==> src/rtl/pipeline_scheduler_pkg.sv <==
// Shared definitions for the pipeline scheduler: instruction layout, opcodes,
// the bubble word and the FSM state encoding.
package pipeline_scheduler_pkg;

    localparam int INSTR_W = 17;
    localparam int REG_W   = 5;
    localparam int CNT_W   = 16;

    localparam int OP_HI   = 16;
    localparam int OP_LO   = 15;
    localparam int DEST_HI = 14;
    localparam int DEST_LO = 10;
    localparam int SRCA_HI = 9;
    localparam int SRCA_LO = 5;
    localparam int SRCB_HI = 4;
    localparam int SRCB_LO = 0;

    typedef logic [1:0] opcode_t;

    localparam opcode_t OP_ADD  = 2'b00;
    localparam opcode_t OP_SUB  = 2'b01;
    localparam opcode_t OP_TERN = 2'b10;
    localparam opcode_t OP_NOP  = 2'b11;

    localparam logic [INSTR_W-1:0] BUBBLE = 17'b11_00000_00000_00000;

    typedef enum logic [1:0] {
        S_IDLE,
        S_ISSUE,
        S_STALL,
        S_DRAIN
    } sched_state_t;

    // Only NOP leaves the register file untouched.
    function automatic logic writes_reg(input opcode_t op);
        return op != OP_NOP;
    endfunction

endpackage

==> src/rtl/pipeline_scheduler_if.sv <==
// Requester/datapath bundle of the pipeline scheduler; clock and reset stay
// outside the interface.
interface pipeline_scheduler_if;
    import pipeline_scheduler_pkg::*;

    logic               in_valid;
    logic [INSTR_W-1:0] in_instr;
    logic               in_ready;
    logic               flush;
    logic [INSTR_W-1:0] issue_instr;
    logic               issue_valid;
    logic               busy;
    logic [CNT_W-1:0]   issued_cnt;
    logic [CNT_W-1:0]   stall_cnt;

    // A word transfers on a rising edge where in_valid and in_ready are both
    // high; in_valid may be raised without waiting for in_ready, and a
    // same-cycle flush drops the word.
    modport master (
        output in_valid, in_instr, flush,
        input  in_ready, issue_instr, issue_valid, busy, issued_cnt, stall_cnt
    );

    modport slave (
        input  in_valid, in_instr, flush,
        output in_ready, issue_instr, issue_valid, busy, issued_cnt, stall_cnt
    );

endinterface

==> src/rtl/pipeline_scheduler_fifo.sv <==
// DEPTH-entry instruction buffer with a synchronous clear; the head word is
// presented combinationally on dout.
module sched_fifo #(
    parameter int DEPTH = 4,
    parameter int W     = 17
) (
    input  logic                   clock,
    input  logic                   reset_n,
    input  logic                   clear,
    input  logic                   push,
    input  logic                   pop,
    input  logic [W-1:0]           din,
    output logic [W-1:0]           dout,
    output logic                   full,
    output logic                   empty,
    output logic [$clog2(DEPTH):0] count
);
    localparam int AW = $clog2(DEPTH);
    localparam logic [AW:0]   FULL_COUNT = (AW + 1)'(DEPTH);
    localparam logic [AW:0]   CNT_ONE    = 1;
    localparam logic [AW-1:0] PTR_ONE    = 1;

    logic [W-1:0]  mem [DEPTH];
    logic [AW-1:0] wr_ptr;
    logic [AW-1:0] rd_ptr;

    always_ff @(posedge clock) begin
        if (push && !clear) begin
            mem[wr_ptr] <= din;
        end
    end

    // Pointers are exactly log2(DEPTH) bits, so they wrap for free.
    always_ff @(posedge clock) begin
        if (!reset_n || clear) begin
            wr_ptr <= '0;
            rd_ptr <= '0;
            count  <= '0;
        end else begin
            if (push) wr_ptr <= wr_ptr + PTR_ONE;
            if (pop)  rd_ptr <= rd_ptr + PTR_ONE;
            case ({push, pop})
                2'b10:   count <= count + CNT_ONE;
                2'b01:   count <= count - CNT_ONE;
                default: count <= count;
            endcase
        end
    end

    assign dout  = mem[rd_ptr];
    assign full  = (count == FULL_COUNT);
    assign empty = (count == '0);

endmodule

==> src/rtl/pipeline_scheduler.sv <==
// In-order issue stage: buffers instructions, holds back a head whose sources
// match a write still in flight, and drains cleanly on flush.
module pipeline_scheduler
    import pipeline_scheduler_pkg::*;
#(
    parameter int DEPTH      = 4,
    parameter int HAZARD_WIN = 2
) (
    input  logic                 clock,
    input  logic                 reset_n,
    pipeline_scheduler_if.slave  bus,
    output sched_state_t         dbg_state
);
    sched_state_t state, state_next;

    logic [INSTR_W-1:0]    fifo_head;
    logic                  fifo_full;
    logic                  fifo_empty;
    logic [$clog2(DEPTH):0] fifo_count;
    logic                  fifo_push;
    logic                  fifo_clear;
    logic                  do_pop;
    logic                  do_stall;
    logic                  conflict;
    logic                  sb_any;

    logic [HAZARD_WIN-1:0]            sb_valid;
    logic [HAZARD_WIN-1:0][REG_W-1:0] sb_dest;

    logic [INSTR_W-1:0] issue_instr_q;
    logic               issue_valid_q;
    logic [CNT_W-1:0]   issued_q;
    logic [CNT_W-1:0]   stall_q;

    assign bus.in_ready = reset_n && !fifo_full && (state != S_DRAIN);
    assign fifo_push    = bus.in_valid && bus.in_ready && !bus.flush;

    sched_fifo #(.DEPTH(DEPTH), .W(INSTR_W)) u_fifo (
        .clock   (clock),
        .reset_n (reset_n),
        .clear   (fifo_clear),
        .push    (fifo_push),
        .pop     (do_pop),
        .din     (bus.in_instr),
        .dout    (fifo_head),
        .full    (fifo_full),
        .empty   (fifo_empty),
        .count   (fifo_count)
    );

    // Every head is checked, NOP included, and r0 is an ordinary register.
    always_comb begin
        conflict = 1'b0;
        for (int i = 0; i < HAZARD_WIN; i++) begin
            if (sb_valid[i] &&
                ((sb_dest[i] == fifo_head[SRCA_HI:SRCA_LO]) ||
                 (sb_dest[i] == fifo_head[SRCB_HI:SRCB_LO]))) begin
                conflict = 1'b1;
            end
        end
    end

    assign sb_any = |sb_valid;

    always_comb begin
        state_next = state;
        do_pop     = 1'b0;
        do_stall   = 1'b0;
        fifo_clear = 1'b0;
        if (bus.flush) begin
            state_next = S_DRAIN;
            fifo_clear = 1'b1;
        end else begin
            case (state)
                S_IDLE: begin
                    if (!fifo_empty) state_next = S_ISSUE;
                end
                S_ISSUE, S_STALL: begin
                    if (fifo_empty) begin
                        state_next = S_IDLE;
                    end else if (conflict) begin
                        state_next = S_STALL;
                        do_stall   = 1'b1;
                    end else begin
                        state_next = S_ISSUE;
                        do_pop     = 1'b1;
                    end
                end
                S_DRAIN: begin
                    fifo_clear = 1'b1;
                    if (!sb_any) state_next = S_IDLE;
                end
                default: state_next = S_IDLE;
            endcase
        end
    end

    always_ff @(posedge clock) begin
        if (!reset_n) begin
            state         <= S_IDLE;
            issue_instr_q <= BUBBLE;
            issue_valid_q <= 1'b0;
            sb_valid      <= '0;
            sb_dest       <= '0;
            issued_q      <= '0;
            stall_q       <= '0;
        end else begin
            state         <= state_next;
            issue_valid_q <= do_pop;
            issue_instr_q <= do_pop ? fifo_head : BUBBLE;
            // Slot 0 takes the word issued this edge; bubbles enter as invalid.
            sb_valid[0]   <= do_pop && writes_reg(fifo_head[OP_HI:OP_LO]);
            sb_dest[0]    <= fifo_head[DEST_HI:DEST_LO];
            for (int i = 1; i < HAZARD_WIN; i++) begin
                sb_valid[i] <= sb_valid[i-1];
                sb_dest[i]  <= sb_dest[i-1];
            end
            if (do_pop)   issued_q <= issued_q + 16'd1;
            if (do_stall) stall_q  <= stall_q + 16'd1;
        end
    end

    assign bus.issue_instr = issue_instr_q;
    assign bus.issue_valid = issue_valid_q;
    assign bus.busy        = (fifo_count != '0) || sb_any;
    assign bus.issued_cnt  = issued_q;
    assign bus.stall_cnt   = stall_q;
    assign dbg_state       = state;

endmodule

==> src/flat_wrapper.sv <==
// flat-port wrapper written by rule: the top's interface ports become plain ports
module pipeline_scheduler_flat import pipeline_scheduler_pkg::*;
#(
    parameter int DEPTH      = 4,
    parameter int HAZARD_WIN = 2
)
  (clock, reset_n, dbg_state, bus_in_valid, bus_in_instr, bus_flush, bus_in_ready, bus_issue_instr, bus_issue_valid, bus_busy, bus_issued_cnt, bus_stall_cnt);
  pipeline_scheduler_if bus_i ();
  input  logic clock;
  input  logic reset_n;
  output sched_state_t dbg_state;
  input wire logic [$bits(bus_i.in_valid)-1:0] bus_in_valid;
  input wire logic [$bits(bus_i.in_instr)-1:0] bus_in_instr;
  input wire logic [$bits(bus_i.flush)-1:0] bus_flush;
  output wire logic [$bits(bus_i.in_ready)-1:0] bus_in_ready;
  output wire logic [$bits(bus_i.issue_instr)-1:0] bus_issue_instr;
  output wire logic [$bits(bus_i.issue_valid)-1:0] bus_issue_valid;
  output wire logic [$bits(bus_i.busy)-1:0] bus_busy;
  output wire logic [$bits(bus_i.issued_cnt)-1:0] bus_issued_cnt;
  output wire logic [$bits(bus_i.stall_cnt)-1:0] bus_stall_cnt;
  assign bus_i.in_valid = bus_in_valid;
  assign bus_i.in_instr = bus_in_instr;
  assign bus_i.flush = bus_flush;
  assign bus_in_ready = bus_i.in_ready;
  assign bus_issue_instr = bus_i.issue_instr;
  assign bus_issue_valid = bus_i.issue_valid;
  assign bus_busy = bus_i.busy;
  assign bus_issued_cnt = bus_i.issued_cnt;
  assign bus_stall_cnt = bus_i.stall_cnt;
  pipeline_scheduler #(.DEPTH(DEPTH), .HAZARD_WIN(HAZARD_WIN)) u_core (.clock(clock), .reset_n(reset_n), .bus(bus_i), .dbg_state(dbg_state));
endmodule
==> config.mk <==
export PLATFORM = sky130hd
export DESIGN_NAME = pipeline_scheduler_flat
export DESIGN_NICKNAME = d
export VERILOG_FILES = /design/src/rtl/pipeline_scheduler_pkg.sv /design/src/rtl/pipeline_scheduler_if.sv /design/src/rtl/pipeline_scheduler_fifo.sv /design/src/rtl/pipeline_scheduler.sv /design/src/flat_wrapper.sv
export SDC_FILE = /design/constraint.sdc
export NUM_CORES = 1
export LEC_CHECK = 0
export CORE_UTILIZATION = 25
export CTS_CLUSTER_SIZE = 25
export DETAILED_ROUTE_END_ITERATION = 12
export PLACE_DENSITY = 0.47
export SYNTH_ARGS = -nofsm -noshare
export SYNTH_HDL_FRONTEND = slang
export SYNTH_SLANG_ARGS = --single-unit
==> constraint.sdc <==
create_clock -name clock -period 10.39 [get_ports clock]
set_clock_uncertainty 0.1 [all_clocks]
set_input_delay 1.039 -clock clock [delete_from_list [all_inputs] [get_ports clock]]
set_output_delay 1.039 -clock clock [all_outputs]
set_load 0.01 [all_outputs]
==> impl_metrics.csv <==
group,metric,value,unit
run_status,run_status,"finished clean",
layout,share_of_layout_cells_above_drive_strength_1,0.1129,
power,switching_share,0.2171,
power,power.share.combinational,0.037,
clock_tree,cts_max_level,4,
yosys,syn_area,6095,µm²
placement,routabilityCongestion,0.7305,
clock_tree,clock-sinks,141,
power,power_frac_seq,0.481,
die,die_w,158.1,µm
worst_hold_path,hold-path-cell-count,2,
critical_path,timing.critical_path.required,10.64,ns
critical_path,timing_worst_setup_path_type,"flip-flop to flip-flop",
critical_path,crit_path_max_incr_delay,1.03,ns
layout,layout.cell_area.non_filler,7685,µm²
global_routing,pin_count_of_the_biggest_net_entering_global_routing,91,
global_routing,grt_pass1_vias,3924,
die,die_area,25010,µm²
yosys,synth_top_family_by_area,"simple AND/OR/NAND/NOR gates",
worst_hold_path,hold_path_class,"flip-flop to flip-flop",
yosys,synth-async-reset-ratio,0,
critical_path,timing.critical_path.cells,"mux4_2 -> xor2_1 -> or4_4 -> o22ai_2 -> buf_4 -> nor3_2 -> ha_1 -> inv_1 -> fa_1 -> xor2_1 -> or3_1 -> a21oi_1",
critical_path,timing.critical_path.to_type,"flip-flop",
drt,postRouteAntennaNets,0,
yosys,synth_cell_type_count,52,
power,power_per_cell_area,160.2,nW/µm²
critical_path,ff2ff_setup_slack,6.33,ns
layout,fin_nets,585,
clock_tree,cts_tree,"built",
clock_tree,postCtsHoldBufs,0,
clock_tree,cts.repair.resized,0,
die,initial_utilization,0.2573,
placement,post-dp-hpwl,9.202,mm
yosys,synth_area_leaders,"edfxtp_1, dfxtp_1, mux4_2",
clock_tree,cts_max_path_bufs,2,
sta,setup_violations,0,
drt,dr.pass1.iters,4,
sta,timing.max_slew.rel_slack,0.2843,
sta,layout_worst_path_cycle_share,0.3911,
critical_path,critical_path_arrival,4.31,ns
power,total_switching_power,0.0002673,W
yosys,synthesized_netlist_net_count,513,
power,cellLeakagePower,2.715,nW
yosys,yosys.area_share.simple,0.1566,
global_routing,antenna_violations_before_repair,0,
die,die_h,158.1,µm
die,placement_rows,56,
worst_hold_path,hold_path_startpoint,"u_core.bus.issued_cnt[8]",
drt,vias_per_cell,4.431,
yosys,synth_top_area_frac,0.3350,
sta,period_needed,4.064,ns
layout,antennaDiodeCount,0,
yosys,synth_xor_area_frac,0.03018,
yosys,post-synth-top-area-cell,"edfxtp_1",
yosys,synth-warning-count,0,
sta,maxClockFrequency,246.1,MHz
placement,detailed_place.area,7113,µm²
drt,postRouteWirelength,13.83,mm
clock_tree,cts-root-buf,"clkbuf_16",
yosys,synthesized_area_divided_by_synthesized_cell_count,12.64,µm²
yosys,ys_seq_area_frac,0.5748,
critical_path,worstRegToRegCells,12,
yosys,synth_seq_cells,141,
sta,worst_hold_slack,0.3801,ns
worst_hold_path,hold_path_end,"u_core.bus.issued_cnt[8]",
global_routing,global_route.overflow_total,0,
yosys,number_of_enable_flip_flop_cells_after_synthesis,68,
power,ir_drop,0.00009195,V
sta,fin_setup_tns,0,ns
drt,final_routed_wire_length_divided_by_cell_count,15.61,µm
drt,detail_route.iter0.violations,155,
clock_tree,cts_post_setup_buffers_inserted,0,
drt,route.detailed.drc,0,
clock_tree,inserted_clock_buffers,17,
clock_tree,clkSlewWorstSetupHoldPaths,0.06,ns
yosys,synthesis.instances,482,
critical_path,critical_path.slowest_cell,"dfxtp_1",
critical_path,crit_path_max_fanout,40,
job,timing.max_cap.violations,0,
global_routing,global_route_wire_length_before_repair,21.75,mm
sta,worst_pin_slew,1.072,ns
yosys,synth-adder-area-share,0.02176,
die,ioPinCount,75,
critical_path,path_common_cell,"xor2_1",
yosys,synth_compound_gate_area_share,0.07288,
layout,flow.area_growth_from_synthesis,26.09,%
layout,fillers,2401,
layout,finalCoreUtilization,0.3245,
sta,maxSlewViolCount,0,
yosys,top_ff_cell_synth,"dfxtp_1",
placement,port_buffer_count,74,
sta,finalHoldViolCount,0,
clock_tree,clock_latency,0.42,ns
power,power.clock.fraction,0.482,
yosys,post_synth_mux_area_share,0.1098,
power,cell_internal_pwr,0.0009638,W
critical_path,worst_setup_path_start_kind,"flip-flop",
die,floorplan.core_area,23680,µm²
critical_path,regToRegEndpoint,"u_core.u_fifo.count[2]",
global_routing,gr-usage-all-layers,0.1169,
sta,rsz0062_at_grt,"no",
drt,route.vias.total,3926,
[worst max-delay path by stage]
stage	from	end	slack (ns)	cells past startpoint
floorplan	bus_flush	u_core.u_fifo.count[2]	6.74	11
global placement	flip-flop	u_core.u_fifo.count[2]	6.43	12
detailed placement	flip-flop	u_core.u_fifo.count[2]	6.35	12
CTS	flip-flop	u_core.u_fifo.count[2]	6.32	12
global route	flip-flop	u_core.u_fifo.count[2]	6.09	12
finish	flip-flop	u_core.u_fifo.count[2]	6.33	12
[per-stage QoR]
step / std cells / total power [W] / setup WS (ns)
2_1_floorplan: 482 / 0.0006288 / 6.736
3_3_place_gp: 854 / 0.0006488 / 6.430
3_5_place_dp: 854 / 0.0006502 / 6.349
4_1_cts: 886 / 0.001245 / 6.317
5_1_grt: 886 / 0.001276 / 6.089
6_report: 886 / 0.001231 / 6.326
[critical path, delay by kind of cell (launching register included)]
kind / cells / cell delay [ns]
compound gates: 2 / 0.28
xor+xnor: 2 / 0.23
fa+ha+maj: 2 / 0.42
buf+inv: 2 / 0.48
flops: 1 / 1.03
mux: 1 / 0.48
simple gates: 3 / 0.94
[cell usage in the layout, fill, tap and decap left out, types with 5 or more instances in the layout]
cell             synthesis  layout
and2_1                  23      23
and3_1                  21      21
buf_4                    1       6
clkbuf_16                0      17
clkdlybuf4s50_1          0      73
dfxtp_1                 73      73
edfxtp_1                68      68
ha_1                     9       9
inv_1                    9       9
mux2i_1                 26      26
mux4_2                  13      13
nand2_1                 41      41
nand2b_1                26      26
nand3_1                  7       7
nand4_1                 11      11
nor2_1                  16      16
nor3_1                   6       5
o211ai_2                 6       6
o21ai_0                  6       6
o21ai_1                  5       5
o311ai_0                 7       7
o31ai_1                  5       5
o41ai_1                  7       7
xnor2_1                 16      16
xor2_1                   5       5
[sequential cells by signal (all words and copies together) (netlist names), named ones only]
signal	flops
u_core.u_fifo.mem	68
u_core.sb_dest	10
u_core.bus.issued_cnt	16
u_core.bus.issue_valid	1
u_core.u_fifo.rd_ptr	2
u_core.bus.issue_instr	17
u_core.u_fifo.wr_ptr	2
u_core.bus.stall_cnt	16
u_core.dbg_state	2
u_core.u_fifo.count	3
u_core.sb_valid	2
[area by class of cell]
cell class                      instances  area [µm²]  area share
Clock buffer                           19       432.9     0.05633
Clock inverter                         13       138.9     0.01807
Inverter                                9       33.78    0.004396
Multi-Input combinational cell        305        2396      0.3118
Sequential cell                       141        3503      0.4559
Tap cell                              319       399.1     0.05194
Timing Repair Buffer                   80       780.7      0.1016
[cell usage after synthesis, types with 3 or more instances]
| cell | number |
|---|---|
| mux4_2 | 13 |
| or2_2 | 3 |
| o211ai_2 | 6 |
| clkbuf_1 | 14 |
| nor3_1 | 6 |
| nand3_1 | 7 |
| and4_1 | 4 |
| or2b_1 | 3 |
| o41ai_1 | 7 |
| xnor2_1 | 16 |
| ha_1 | 9 |
| o31ai_1 | 5 |
| buf_2 | 4 |
| inv_1 | 9 |
| nand2b_1 | 26 |
| edfxtp_1 | 68 |
| dfxtp_1 | 73 |
| nand4_1 | 11 |
| nor4_1 | 4 |
| a31oi_1 | 3 |
| or4_1 | 3 |
| o21ai_1 | 5 |
| o21ai_0 | 6 |
| buf_6 | 6 |
| mux4_1 | 4 |
| mux2i_1 | 26 |
| and2_1 | 23 |
| o311ai_0 | 7 |
| a21oi_1 | 4 |
| xor2_1 | 5 |
| nor2_1 | 16 |
| nand2_1 | 41 |
| o22a_1 | 3 |
| and3_1 | 21 |
[metal layers]
layer,routed length [µm],global-route usage,up-vias
li1,-,-,1934
met1,6849,0.1562,1909
met2,6247,0.1827,74
met3,603,0.03285,9
met4,129,0.03434,0
met5,0,0,-
[cells by family (layout without fill, tap and decap cells)]
family / after synthesis / in the layout
xor+xnor: 21 / 21
fa+ha+maj: 10 / 10
compound gates: 56 / 56
mux: 44 / 44
buf+inv: 36 / 121
flops: 141 / 141
simple gates: 174 / 174
[power groups by stage]
stage | clock, W | sequential [W] | combinational [W]
2_1_floorplan | 0 | 0.000603 | 0.0000256
3_3_place_gp | 0 | 0.000604 | 0.0000452
3_5_place_dp | 0 | 0.000604 | 0.0000465
4_1_cts | 0.000606 | 0.000592 | 0.0000467
5_1_grt | 0.000633 | 0.000592 | 0.0000507
6_report | 0.000594 | 0.000592 | 0.0000458
Note: power is estimated with default switching activity, not from simulation.
